--- src/rtl/dgs_blink_codes.sv ---
// Multi-channel diagnostic blinker: serves channels with non-zero codes round-robin,
// blinking the channel ID as long pulses, then the code as short pulses, then a pause.
module dgs_blink_codes #(
  parameter int FREQ_HZ  = 100_000_000,
  parameter int QUANT_US = 250_000,
  parameter int N_CH     = 4,
  parameter int CODE_W   = 4,
  parameter int LONG_Q   = 3,
  parameter int GAP_Q    = 4,
  parameter int PAUSE_Q  = 8,
  localparam int CH_W    = (N_CH > 1) ? $clog2(N_CH) : 1
) (
  input  logic                     CLK,
  input  logic                     RST,
  input  logic [N_CH*CODE_W-1:0]   CODES,
  output logic                     LED_OUT,
  output logic                     BUSY,
  output logic [CH_W-1:0]          ACTIVE_CH,
  output logic                     FRAME_START
);

  // state     | meaning
  // S_IDLE    | no frame; searches for an active channel on each tick
  // S_ID_ON   | long ID pulse, LED lit for LONG_Q quants
  // S_ID_OFF  | 1 quant dark between ID pulses
  // S_GAP     | GAP_Q quants dark between ID group and code group
  // S_CODE_ON | short code pulse, LED lit for 1 quant
  // S_CODE_OFF| 1 quant dark between code pulses
  // S_PAUSE   | PAUSE_Q quants dark closing the frame

  localparam int QUANT_DIV = (FREQ_HZ / 1_000_000) * QUANT_US;
  localparam int PRE_W     = $clog2(QUANT_DIV);
  localparam int MAX_Q     = (LONG_Q > GAP_Q) ? ((LONG_Q > PAUSE_Q) ? LONG_Q : PAUSE_Q)
                                              : ((GAP_Q > PAUSE_Q) ? GAP_Q : PAUSE_Q);
  localparam int QCNT_W    = $clog2(MAX_Q + 1);

  localparam logic [PRE_W-1:0]  PRE_LAST   = PRE_W'(QUANT_DIV - 1);
  localparam logic [QCNT_W-1:0] LONG_LOAD  = QCNT_W'(LONG_Q - 1);
  localparam logic [QCNT_W-1:0] GAP_LOAD   = QCNT_W'(GAP_Q - 1);
  localparam logic [QCNT_W-1:0] PAUSE_LOAD = QCNT_W'(PAUSE_Q - 1);
  localparam logic [CH_W-1:0]   CH_LAST    = CH_W'(N_CH - 1);
  localparam logic [CH_W:0]     ID_ONE     = (CH_W+1)'(1);
  localparam logic [CODE_W-1:0] CODE_ONE   = CODE_W'(1);

  typedef enum logic [2:0] {
    S_IDLE, S_ID_ON, S_ID_OFF, S_GAP, S_CODE_ON, S_CODE_OFF, S_PAUSE
  } state_t;

  state_t              state_q, state_d;
  logic [PRE_W-1:0]    pre_q, pre_d;
  logic [QCNT_W-1:0]   qcnt_q, qcnt_d;
  logic [CH_W:0]       id_left_q, id_left_d;
  logic [CODE_W-1:0]   code_left_q, code_left_d;
  logic [CH_W-1:0]     rr_next_q, rr_next_d;
  logic [CH_W-1:0]     active_ch_q, active_ch_d;
  logic                led_q, led_d;
  logic                busy_q, busy_d;
  logic                fs_q, fs_d;

  logic                tick;
  logic                hit;
  logic [CH_W-1:0]     hit_ch;
  logic [CODE_W-1:0]   hit_code;

  assign tick = (pre_q == PRE_LAST);

  // Pick the non-zero channel closest to rr_next in modulo-N_CH order.
  always_comb begin
    int off;
    int best_off;
    hit      = 1'b0;
    hit_ch   = '0;
    hit_code = '0;
    best_off = N_CH;
    off      = 0;
    for (int j = 0; j < N_CH; j++) begin
      off = j - int'(rr_next_q);
      if (off < 0) off = off + N_CH;
      if ((CODES[j*CODE_W +: CODE_W] != '0) && (off < best_off)) begin
        best_off = off;
        hit      = 1'b1;
        hit_ch   = CH_W'(j);
        hit_code = CODES[j*CODE_W +: CODE_W];
      end
    end
  end

  always_comb begin
    state_d     = state_q;
    qcnt_d      = qcnt_q;
    id_left_d   = id_left_q;
    code_left_d = code_left_q;
    rr_next_d   = rr_next_q;
    active_ch_d = active_ch_q;
    fs_d        = 1'b0;
    pre_d       = tick ? '0 : pre_q + 1'b1;

    if (tick) begin
      case (state_q)
        S_IDLE: begin
          if (hit) begin
            active_ch_d = hit_ch;
            rr_next_d   = (hit_ch == CH_LAST) ? '0 : hit_ch + 1'b1;
            id_left_d   = {1'b0, hit_ch} + 1'b1;
            code_left_d = hit_code;
            qcnt_d      = LONG_LOAD;
            state_d     = S_ID_ON;
            fs_d        = 1'b1;
          end
        end
        S_ID_ON: begin
          if (qcnt_q == '0) begin
            id_left_d = id_left_q - 1'b1;
            if (id_left_q == ID_ONE) begin
              state_d = S_GAP;
              qcnt_d  = GAP_LOAD;
            end else begin
              state_d = S_ID_OFF;
              qcnt_d  = '0;
            end
          end else begin
            qcnt_d = qcnt_q - 1'b1;
          end
        end
        S_ID_OFF: begin
          state_d = S_ID_ON;
          qcnt_d  = LONG_LOAD;
        end
        S_GAP: begin
          if (qcnt_q == '0) begin
            state_d = S_CODE_ON;
            qcnt_d  = '0;
          end else begin
            qcnt_d = qcnt_q - 1'b1;
          end
        end
        S_CODE_ON: begin
          code_left_d = code_left_q - 1'b1;
          if (code_left_q == CODE_ONE) begin
            state_d = S_PAUSE;
            qcnt_d  = PAUSE_LOAD;
          end else begin
            state_d = S_CODE_OFF;
            qcnt_d  = '0;
          end
        end
        S_CODE_OFF: begin
          state_d = S_CODE_ON;
          qcnt_d  = '0;
        end
        S_PAUSE: begin
          if (qcnt_q == '0) begin
            state_d = S_IDLE;
          end else begin
            qcnt_d = qcnt_q - 1'b1;
          end
        end
        default: state_d = S_IDLE;
      endcase
    end

    led_d  = (state_d == S_ID_ON) || (state_d == S_CODE_ON);
    busy_d = (state_d != S_IDLE);
  end

  always_ff @(posedge CLK) begin
    if (RST) begin
      state_q     <= S_IDLE;
      pre_q       <= '0;
      qcnt_q      <= '0;
      id_left_q   <= '0;
      code_left_q <= '0;
      rr_next_q   <= '0;
      active_ch_q <= '0;
      led_q       <= 1'b0;
      busy_q      <= 1'b0;
      fs_q        <= 1'b0;
    end else begin
      state_q     <= state_d;
      pre_q       <= pre_d;
      qcnt_q      <= qcnt_d;
      id_left_q   <= id_left_d;
      code_left_q <= code_left_d;
      rr_next_q   <= rr_next_d;
      active_ch_q <= active_ch_d;
      led_q       <= led_d;
      busy_q      <= busy_d;
      fs_q        <= fs_d;
    end
  end

  assign LED_OUT     = led_q;
  assign BUSY        = busy_q;
  assign ACTIVE_CH   = active_ch_q;
  assign FRAME_START = fs_q;

endmodule
--- config.mk ---
export PLATFORM = sky130hd
export DESIGN_NAME = dgs_blink_codes
export DESIGN_NICKNAME = d
export VERILOG_FILES = /design/src/rtl/dgs_blink_codes.sv
export SDC_FILE = /design/constraint.sdc
export NUM_CORES = 1
export LEC_CHECK = 0
export BUFFER_PORTS_ARGS = -buffer_cell sky130_fd_sc_hd__buf_2
export CAP_MARGIN = 40
export CORE_MARGIN = 10
export CORE_UTILIZATION = 45
export CTS_CLUSTER_DIAMETER = 80
export DETAILED_ROUTE_END_ITERATION = 8
export PLACE_DENSITY_LB_ADDON = 0.1
export SYNTH_ARGS = -nofsm -noshare
export SYNTH_HDL_FRONTEND = slang
export SYNTH_SLANG_ARGS = --single-unit
--- constraint.sdc ---
create_clock -name CLK -period 4.2 [get_ports CLK]
set_input_delay 0.84 -clock CLK [delete_from_list [all_inputs] [get_ports CLK]]
set_output_delay 0.84 -clock CLK [all_outputs]
set_load 0.03 [all_outputs]
==> flow_metrics.env <==
export IMPL_die_area_um2=9680
export IMPL_routed_via_density=5.71
export IMPL_ir_drop_uv=202
export IMPL_yosys_register_bits=46
export IMPL_root_buffer="clkbuf_8"
export IMPL_drtPass1Iterations=7
export IMPL_grt_max_degree=25
export IMPL_worstPathArrival_ps=4080
export IMPL_ys_flop_type="dfxtp_1"
export IMPL_leakagePower_nw=1.15
export IMPL_initial_core_util_pct=46.4
export IMPL_hpwlAfterDp_mm=5.32
export IMPL_ys_async_sr_fraction_pct=0
export IMPL_regArea_um2=921
export IMPL_wire_per_inst_um=14.7
export IMPL_synth_edf_count=0
export IMPL_post_route_min_period_ps=3890
export IMPL_crit_cells=18
export IMPL_stdcell_count=464
export IMPL_antenna_found_initial=0
export IMPL_cts_tree="built"
export IMPL_maxCapViolCount=0
export IMPL_grt_pass1_wl_mm=11.8
export IMPL_synth_top_family_by_area="simple AND/OR/NAND/NOR gates"
export IMPL_grt_use_met1_pct=15.8
export IMPL_status="finished, final reports clean"
export IMPL_start_kind="input pin"
export IMPL_gr_usage_met3_pct=2.54
export IMPL_finalSetupTns_ps=0
export IMPL_cpPeakStageDelay_ps=570
export IMPL_drive_gt1_share_pct=13.1
export IMPL_cts_hold_buf=0
export IMPL_clock_latency_ps=300
export IMPL_ios=23
export IMPL_layout_commonest_cell="nor2_1"
export IMPL_vias=2648
export IMPL_core_area_um2=5960
export IMPL_netlist_instances=360
export IMPL_die_x_um=98.4
export IMPL_clkTransAtPathRegs_ps=90
export IMPL_fin_hold_ws_ps=494
export IMPL_reg2reg_depth=17
export IMPL_yosys_warnings=0
export IMPL_overflow=0
export IMPL_hold_viol=0
export IMPL_clk_path_buf_depth=2
export IMPL_numCtsBuffers=5
export IMPL_drtIter0Drc=87
export IMPL_num_rows=28
export IMPL_multi_input_area_um2=1770
export IMPL_h_tree_depth=2
export IMPL_grtUsageTotal_pct=14.0
export IMPL_hold_class="flop to flop"
export IMPL_rsz0062_at_grt="no"
export IMPL_setup_viol=0
export IMPL_slowest_stage="or4_1"
export IMPL_syn_nets=387
export IMPL_synth_distinct_cells=60
export IMPL_clock_sink_count=46
export IMPL_ant_nets=0
export IMPL_yosys_top_cells_area="dfxtp_1, nor2_1, nand2_1, xor2_1, a21oi_1"
export IMPL_power_density_nw_per_um2=260
export IMPL_yosysTopAreaCellShare_pct=33.3
export IMPL_holdPathStages=1
export IMPL_wl_mm=6.83
export IMPL_synth_compound_area_share_pct=17.5
export IMPL_final_cell_mix="nor2_1, dfxtp_1, nand2_1, a21oi_1, buf_2"
export IMPL_crit_fanout=4
export IMPL_synth_area_leader_cell="dfxtp_1"
export IMPL_cp_data_required_time_ps=4390
export IMPL_syn_area_per_cell_um2=7.68
export IMPL_critPathMostFrequentCell="ha_1"
export IMPL_fmaxAchievable_mhz=257
export IMPL_grt_busiest_layer="met2"
export IMPL_final_nets=415
export IMPL_area_delta_synth_final_pct=13.2
export IMPL_synth_area_um2=2770
export IMPL_path_cells="buf_2, or4_1, nor3_2, a31oi_1, ha_1, a21oi_1, o221ai_2, o21ai_0, ha_1, o31a_1, a41oi_1, a32oi_1, inv_1, ha_1, nand2_1, o21ai_0, mux2i_1, nor2_1"
export IMPL_finClkSkew_ps=6.44
export IMPL_synth_simple_area_share_pct=33.4
export IMPL_dp_cells=455
export IMPL_place_congestion=0.926
export IMPL_post_place_ws_ps=1.53
export IMPL_fp_dieH_um=98.4
export IMPL_critical_path_top_delay_family="compound AO/OA/AOI/OAI gates"
export IMPL_path_buf_inv=2
export IMPL_drcViolationCount=0
export IMPL_layout_setup_ws_ps=312
export IMPL_worstSetupPathType="input pin to flop"
export IMPL_synth_mux_area_share_pct=1.09
export IMPL_synth_xor_area_share_pct=7.28
export IMPL_diodes=0
export IMPL_end_kind="flop"
export IMPL_grt_pass1_vias=2619
export IMPL_finalMaxSlewViolations=0
export IMPL_worst_slew_pin_slew_ps=776
export IMPL_seq_area_frac_synth_pct=33.3
export IMPL_post_route_period_util_pct=92.6
export IMPL_portBuffers=22
export IMPL_relSlewSlack_pct=48.1
export IMPL_synth_fa_ha_area_share_pct=4.07
export IMPL_met2_usage_pct=25.3
export IMPL_fill_cells=632
-- sequential cells by signal, summed over array words and instances (netlist names) --
register,cells
qcnt_q,4
state_q,3
rr_next_q,2
LED_OUT,1
code_left_q,4
BUSY,1
ACTIVE_CH,2
id_left_q,3
pre_q,25
FRAME_START,1
-- cell type report --
cell class,instances,share of cell area [%]
Multi-Input combinational cell,290,56.6
Sequential cell,46,29.4
Timing Repair Buffer,32,5.92
Tap cell,75,3.00
Clock buffer,6,2.32
Inverter,13,1.56
Clock inverter,2,1.20
-- timing repair --
action,4_1_cts,5_1_grt
buffers inserted,0,1
gates resized for setup,0,2
endpoints found under the setup margin,0,1
endpoints found under the hold margin,0,0
-- synth_stat cells (2+ instances only) --
library cell / n
nand2_1: 37
nor3b_1: 2
ha_1: 9
nor4bb_1: 2
nor2_1: 55
clkbuf_1: 9
o221ai_1: 2
mux2i_1: 3
o211ai_1: 2
and2_1: 2
xor2_1: 15
and4_1: 3
a21oi_1: 24
or3b_2: 2
nand3_1: 18
or3_1: 2
nor4_1: 8
nor4b_1: 2
or4_1: 5
o21a_1: 2
nor3_1: 10
o21ai_0: 19
and3_1: 8
o31a_1: 2
dfxtp_1: 46
xnor2_1: 8
a31oi_1: 4
nand4_1: 8
o32ai_1: 3
inv_1: 13
nand2b_1: 6
-- cell families after synthesis --
kind of cell / Yosys count
adders and majority gates: 9
muxes: 3
AOI/OAI and AO/OA: 74
buffers and inverters: 24
and+or+nand+nor: 181
DFF: 46
xor gates and xnor gates: 23
-- report_power, final --
part | switching, mW | internal [mW]
sequential | 0.00305 | 0.438
clock | 0.157 | 0.178
combinational | 0.0243 | 0.0146
-- per-stage QoR --
step / cell area, µm² / power (mW) / util (%)
floorplan: 2770 / 0.469 / -
global placement: 3000 / 0.490 / 50.4
detailed placement: 3000 / 0.490 / 50.4
CTS: 3110 / 0.824 / 52.2
global route: 3130 / 0.839 / 52.6
finish: 3130 / 0.815 / 52.6
-- path summary, 6_finish.rpt --
check,end,slack (ps),from
worst max register to register,id_left_q[1]$_SDFFE_PP0P_,840,rr_next_q[0]$_SDFFE_PP0P_
worst min register to register,pre_q[0]$_SDFF_PP0_,490,pre_q[0]$_SDFF_PP0_
worst min-delay path,pre_q[0]$_SDFF_PP0_,490,pre_q[0]$_SDFF_PP0_
worst max-delay path,id_left_q[1]$_SDFFE_PP0P_,310,CODES[4]
-- routing by layer --
metal	vias up	wire length (µm)	share of wire, %
li1	1362	-	-
met1	1225	3100	45
met2	49	3450	50
met3	12	162	2.4
met4	0	121	1.8
met5	-	0	0
-- worst reg2reg max path, cell delays in order (launching register included) --
cell      delay (ps)
dfxtp_1          580
nand2b_1         170
nor3_2           120
a31oi_1           70
ha_1             310
a21oi_1          240
o221ai_2         160
o21ai_0          230
ha_1             230
o31a_1           140
a41oi_1           60
a32oi_1          240
inv_1             70
ha_1             280
nand2_1           60
o21ai_0           80
mux2i_1          150
nor2_1            60
Note: power is estimated with default switching activity, not from simulation.
